<file path="src/rtl/mem_ctrl_32x8_if.sv">
// Bus between the memory test driver (master) and the memory controller (slave).
interface mem_ctrl_32x8_if #(
  parameter int ADDR_W = 5,
  parameter int DATA_W = 8
);
  logic              read;
  logic              write;
  logic [ADDR_W-1:0] addr;
  logic [DATA_W-1:0] data_in;
  logic [DATA_W-1:0] data_out;
  logic              rd_valid;
  logic              clear;
  logic              busy;
  logic [1:0]        err_flags;
  logic              err_clr;

  // Driver side: issues requests, observes data and status.
  modport master (
    output read, write, addr, data_in, clear, err_clr,
    input  data_out, rd_valid, busy, err_flags
  );

  // Memory side: consumes requests, returns data and status.
  modport slave (
    input  read, write, addr, data_in, clear, err_clr,
    output data_out, rd_valid, busy, err_flags
  );
endinterface

</file>
<file path="src/rtl/mem_ctrl_32x8.sv">
// Single-port synchronous memory with registered read, a bulk-clear engine
// that walks every word writing INIT_VAL, and sticky protocol-error flags.
module mem_ctrl_32x8 #(
  parameter int                 ADDR_W   = 5,
  parameter int                 DATA_W   = 8,
  parameter logic [DATA_W-1:0]  INIT_VAL = '0
) (
  input  logic           clk,
  input  logic           rst_n,
  mem_ctrl_32x8_if.slave bus
);

  localparam int DEPTH = 2 ** ADDR_W;

  typedef enum logic {
    ST_IDLE = 1'b0,
    ST_INIT = 1'b1
  } state_e;

  state_e            state_q, state_d;
  logic [ADDR_W-1:0] cnt_q, cnt_d;
  logic [DATA_W-1:0] data_out_q;
  logic              rd_valid_q;
  logic [1:0]        err_q, err_d;

  logic [DATA_W-1:0] mem_q [DEPTH];

  // Decoded request qualifiers; clear in IDLE swallows any access silently.
  logic idle_access;
  logic do_write;
  logic do_read;
  logic mem_we;
  logic [ADDR_W-1:0] mem_waddr;
  logic [DATA_W-1:0] mem_wdata;
  logic last_word;

  // State register and clear address counter.
  always_ff @(posedge clk or negedge rst_n) begin
    if (!rst_n) begin
      state_q <= ST_IDLE;
      cnt_q   <= '0;
    end else begin
      state_q <= state_d;
      cnt_q   <= cnt_d;
    end
  end

  // Next-state logic: start on clear in IDLE, leave INIT after the last word.
  always_comb begin
    state_d = state_q;
    cnt_d   = cnt_q;
    case (state_q)
      ST_IDLE: begin
        cnt_d = '0;
        if (bus.clear) state_d = ST_INIT;
      end
      ST_INIT: begin
        cnt_d = cnt_q + {{(ADDR_W-1){1'b0}}, 1'b1};
        if (last_word) begin
          state_d = ST_IDLE;
          cnt_d   = '0;
        end
      end
      default: begin
        state_d = ST_IDLE;
        cnt_d   = '0;
      end
    endcase
  end

  // Output/decode logic: array port control and error detection per state.
  always_comb begin
    last_word   = (cnt_q == {ADDR_W{1'b1}});
    idle_access = (state_q == ST_IDLE) && !bus.clear;
    do_write    = idle_access && bus.write && !bus.read;
    do_read     = idle_access && bus.read && !bus.write;
    mem_we      = do_write || (state_q == ST_INIT);
    mem_waddr   = (state_q == ST_INIT) ? cnt_q : bus.addr;
    mem_wdata   = (state_q == ST_INIT) ? INIT_VAL : bus.data_in;
    // Clearing first lets an error on the same edge win.
    err_d       = bus.err_clr ? 2'b00 : err_q;
    if (idle_access && bus.read && bus.write) err_d[0] = 1'b1;
    if ((state_q == ST_INIT) && (bus.read || bus.write)) err_d[1] = 1'b1;
  end

  // Storage array: no reset so it maps onto block RAM.
  always_ff @(posedge clk) begin
    if (mem_we) mem_q[mem_waddr] <= mem_wdata;
  end

  // Registered read port with a one-cycle valid strobe; data holds between reads.
  always_ff @(posedge clk or negedge rst_n) begin
    if (!rst_n) begin
      data_out_q <= '0;
      rd_valid_q <= 1'b0;
    end else begin
      rd_valid_q <= do_read;
      if (do_read) data_out_q <= mem_q[bus.addr];
    end
  end

  // Sticky error flags.
  always_ff @(posedge clk or negedge rst_n) begin
    if (!rst_n) err_q <= 2'b00;
    else        err_q <= err_d;
  end

  assign bus.data_out  = data_out_q;
  assign bus.rd_valid  = rd_valid_q;
  assign bus.busy      = (state_q == ST_INIT);
  assign bus.err_flags = err_q;

endmodule

</file>
<file path="src/flat_wrapper.sv">
// flat-port wrapper written by rule: the top's interface ports become plain ports
module mem_ctrl_32x8_flat 
#(
  parameter int                 ADDR_W   = 5,
  parameter int                 DATA_W   = 8,
  parameter logic [DATA_W-1:0]  INIT_VAL = '0
)
  (clk, rst_n, bus_read, bus_write, bus_addr, bus_data_in, bus_clear, bus_err_clr, bus_data_out, bus_rd_valid, bus_busy, bus_err_flags);
  mem_ctrl_32x8_if #(.ADDR_W(ADDR_W), .DATA_W(DATA_W)) bus_i ();
  input  logic clk;
  input  logic rst_n;
  input wire logic [$bits(bus_i.read)-1:0] bus_read;
  input wire logic [$bits(bus_i.write)-1:0] bus_write;
  input wire logic [$bits(bus_i.addr)-1:0] bus_addr;
  input wire logic [$bits(bus_i.data_in)-1:0] bus_data_in;
  input wire logic [$bits(bus_i.clear)-1:0] bus_clear;
  input wire logic [$bits(bus_i.err_clr)-1:0] bus_err_clr;
  output wire logic [$bits(bus_i.data_out)-1:0] bus_data_out;
  output wire logic [$bits(bus_i.rd_valid)-1:0] bus_rd_valid;
  output wire logic [$bits(bus_i.busy)-1:0] bus_busy;
  output wire logic [$bits(bus_i.err_flags)-1:0] bus_err_flags;
  assign bus_i.read = bus_read;
  assign bus_i.write = bus_write;
  assign bus_i.addr = bus_addr;
  assign bus_i.data_in = bus_data_in;
  assign bus_i.clear = bus_clear;
  assign bus_i.err_clr = bus_err_clr;
  assign bus_data_out = bus_i.data_out;
  assign bus_rd_valid = bus_i.rd_valid;
  assign bus_busy = bus_i.busy;
  assign bus_err_flags = bus_i.err_flags;
  mem_ctrl_32x8 #(.ADDR_W(ADDR_W), .DATA_W(DATA_W), .INIT_VAL(INIT_VAL)) u_core (.clk(clk), .rst_n(rst_n), .bus(bus_i));
endmodule
</file>
<file path="config.mk">
export PLATFORM = sky130hd
export DESIGN_NAME = mem_ctrl_32x8_flat
export DESIGN_NICKNAME = d
export VERILOG_FILES = /design/src/rtl/mem_ctrl_32x8_if.sv /design/src/rtl/mem_ctrl_32x8.sv /design/src/flat_wrapper.sv
export SDC_FILE = /design/constraint.sdc
export NUM_CORES = 1
export LEC_CHECK = 0
export CORE_MARGIN = 3
export CORE_UTILIZATION = 60
export CTS_BUF_LIST = sky130_fd_sc_hd__clkbuf_2 sky130_fd_sc_hd__clkbuf_4 sky130_fd_sc_hd__clkbuf_8
export CTS_CLUSTER_DIAMETER = 150
export DETAILED_ROUTE_END_ITERATION = 8
export GPL_ROUTABILITY_DRIVEN = 0
export PLACE_DENSITY_LB_ADDON = 0.3
export SYNTH_ARGS = -nofsm -noshare
export SYNTH_HDL_FRONTEND = slang
export SYNTH_SLANG_ARGS = --single-unit
</file>
<file path="constraint.sdc">
create_clock -name clk -period 3 [get_ports clk]
set_input_delay 0.6 -clock clk [delete_from_list [all_inputs] [get_ports clk]]
set_output_delay 0.6 -clock clk [all_outputs]
set_load 0.02 [all_outputs]
</file>
==> results.txt <==
- Outcome: finished clean
- Summed over all cells, the static leakage comes to 4.74 nW.
- The number of nets handed over by synthesis was 667.
- Antenna violations before repair: 0
- Synth Area per Inst: 17.1 µm²
- Entering global routing, the biggest net connects 46 pins.
* Share of post-route cells with drive strength above 1: 18.8%
- Summing every instance area after synthesis gives 11,000 µm².
- After detailed routing, the total wire length is 23,300 µm.
- Cell count after synthesis: 645
- Post-CTS repair timing setup buffer count: 0
- Die span in y: 142 µm
- During placement, the flow inserted port buffers numbering 30.
- The die is 142 µm wide.
- Counting every sink on the clock net gives 273.
* Diodes inserted: 0
* Design Power: 9.67 mW
- In this run the power density over the cells is 761 nW/µm².
* Slew of the pin with the lowest slew margin: 0.880 ns
- Slowest cell delay on critical path: 0.78 ns
- The critical path in this run is classified as reg -> out.
* Slew Limit Fails: 0
* Max-cap violations: 0
- The detailed router finished its first iteration with 584 violations.
* Post-synthesis register bit count: 273
* Async SR Flop Fraction: 6.23%
- During synthesis, Yosys emitted a total of 0 warnings.
- In this run the remaining antenna-violating nets after routing total 0.
- Using the TritonRoute via totals, the vias-per-cell ratio works out to 6.16.
* Sequential cell area: 8110 µm²
- After clock tree synthesis, the flow added hold-fix buffers numbering 0.
* Area of the multi-input gates: 2650 µm²
- Once the floorplan was initialized, standard cells occupied 62.6% of the core.
* Setup TNS: 0 ns
- Skew final: 0.0190 ns
* Count of nets after finishing: 764
- TritonCTS built the clock tree.
- Part of the Yosys area used for sequential elements: 73.4%
- Count of pins on the block boundary: 31
* Overall Global Routing Usage: 23.8%
* Number of detailed-route iterations in the first pass: 5
- H-Tree Level Count: 2
* Number of vias in the routed layout: 6,162
- Along the worst path, the maximum fanout reaches 22.
- The first global-routing pass estimated 36,100 µm of wire.
* Hold Crit Depth: 2
* Filler Cells Inserted: 1,125
* Maximum number of buffers from clock root to sink: 3
- Relative to the synthesized area, the layout overhead comes to 15.0%.
- Buffers inserted during clock tree synthesis total 42.
- Slowest-stage cell, CP: dfrtp_1
* R2r worst-path depth: 5
* Area of the die: 20,100 µm²
- At the later pin of the worst-skew pair, clock insertion delay measures 0.53 ns.
- Detailed placement finished with a half-perimeter wire length of 15,100 µm.
- Remaining global-route overflow: 0
- Number of global-route vias before repair: 6,417
- Cells along the critical path: buf_4 -> clkdlybuf4s50_1
* Total of endpoints with negative setup slack in the final report: 0
- Critical path launch point type: flop
* Capturing element type of the critical path: primary output
- Clock transition at the register clock pins on the worst setup and hold paths after CTS: 0.06 ns
* Slew Limit Headroom: 41.2%
- Minimum clock period after layout: 2.83 ns
- The netlist uses 34 different library cells.
* Unrepaired setup endpoints after global routing: false
- Final hold vios: 0
* Clock root buffer master: clkbuf_8
- After clock tree synthesis, the repair step resized 0 gates.
- The floorplan step defined a core boundary enclosing 17,700 µm².
- VDD sags by at most 0.000518 V.
- EDFF count, synth: 256
* Data arrival time of the worst path: 2.23 ns
- DRC errors left: 0
* Leading register cell type out of synthesis: edfxtp_1
- Timing would allow up to 0.353 GHz.
- The worst path uses 94.4% of the clock period.
- Row generation in the floorplan step produced 48 rows.
- Data on the critical path is required at its endpoint by 2.40 ns.
- Wirelength per Cell: 23.3 µm
- In this run the worst hold path is classified as reg -> reg.
## power breakdown
group,total [mW],switching (mW),internal [mW]
clock,2.96,1.33,1.63
combinational,1.70,1.08,0.620
sequential,5.01,0.205,4.80
## sequential cells by signal, summed over array words and instances, names as in the netlist
signal,cells
u_core.bus.err_flags,2
u_core.cnt_q,5
u_core.bus.data_out,8
u_core.bus.busy,1
u_core.bus.rd_valid,1
u_core.mem_q,256
## through the flow
step / area, µm² / hold slack [ns] / worst slack, ns / utilization (%) / std cells
after floorplan: 11000 / 0.304 / 0.631 / - / 645
after global placement: 11900 / 0.471 / 0.287 / 67.3 / 923
after detailed placement: 11900 / 0.487 / 0.210 / 67.3 / 923
after CTS: 12700 / 0.501 / 0.159 / 72.0 / 1000
after global routing: 12700 / 0.538 / 0.0721 / 72.0 / 1000
final: 12700 / 0.498 / 0.168 / 72.0 / 1000
## placed cells by master (no fill, tap or decap), types with 4 or more instances in the layout
cell type,Yosys,layout
edfxtp_1,256,256
mux2i_1,130,130
buf_4,4,52
clkbuf_8,0,45
nor2_1,38,37
a22oi_1,32,32
clkdlybuf4s50_1,0,29
nand2_1,25,25
a22o_1,17,17
a21oi_1,17,17
dfrtp_1,17,17
a221oi_1,14,14
clkinv_1,0,14
clkbuf_4,1,13
nor2b_2,0,10
o22ai_1,9,9
o41ai_2,8,8
inv_1,7,7
buf_12,4,6
nand2b_1,5,5
o21ai_0,4,4
## cell usage after synthesis (3+ instances only)
cell / number / area, µm²
nor2_1: 38 / 143
o41ai_2: 8 / 130
o21ai_0: 4 / 20.0
buf_1: 3 / 11.3
o22ai_1: 9 / 56.3
buf_6: 7 / 78.8
clkbuf_1: 10 / 37.5
nor2b_1: 10 / 62.6
buf_2: 5 / 25.0
buf_12: 4 / 80.1
buf_4: 4 / 30.0
nand2b_1: 5 / 31.3
ha_1: 3 / 37.5
a221oi_1: 14 / 123
mux2i_1: 130 / 1300
a22o_1: 17 / 149
inv_1: 7 / 26.3
and2_1: 3 / 18.8
nand2_1: 25 / 93.8
dfrtp_1: 17 / 425
edfxtp_1: 256 / 7690
a22oi_1: 32 / 240
o32ai_1: 3 / 26.3
a21oi_1: 17 / 85.1
## path summary, 6_finish.rpt
kind | slack (ns) | from | to
min reg2reg | 0.50 | u_core.bus.data_out[7] | u_core.bus.data_out[7]
max reg2reg | 0.83 | u_core.bus.busy | u_core.mem_q[16][4]
max | 0.17 | u_core.bus.busy | bus_busy
min in group asynchronous | 0.57 | rst_n | u_core.bus.err_flags[1]
max in group asynchronous | 1.87 | rst_n | u_core.bus.rd_valid
min | 0.50 | u_core.bus.data_out[7] | u_core.bus.data_out[7]
## cell families (layout without fill, tap and decap cells)
family          after synthesis  count (layout)  share of synthesized area [%]
compound gates              106             106                           7.78
xor+xnor                      2               2                          0.159
fa+ha+maj                     3               3                          0.340
buf+inv                      42             172                           2.82
flops                       273             273                           73.4
mux                         132             132                           12.0
simple gates                 87              87                           3.49
## cell type report
cell class | instances | share of cell area (%)
well taps | 225 | 2.22
multi-input cells | 330 | 20.9
clock inverters | 19 | 0.837
inverters | 7 | 0.207
flip-flops and latches | 273 | 63.8
repair buffers | 88 | 6.39
clock buffers | 58 | 5.64
## worst max-delay path: cells and delay by family, from the launching register on
| family | cells | cell delay [ns] |
|---|---|---|
| buffers and inverters | 2 | 0.93 |
| DFF | 1 | 0.78 |
## metal layers
metal,global-route usage [%],part of all wire [%],vias to the layer above
met5,0,0,-
met4,8.84,2.6,0
met3,3.94,5.6,40
met2,37.6,48,238
met1,33.8,44,3134
li1,-,-,2750
No activity file was read; power rests on OpenSTA's default activity.
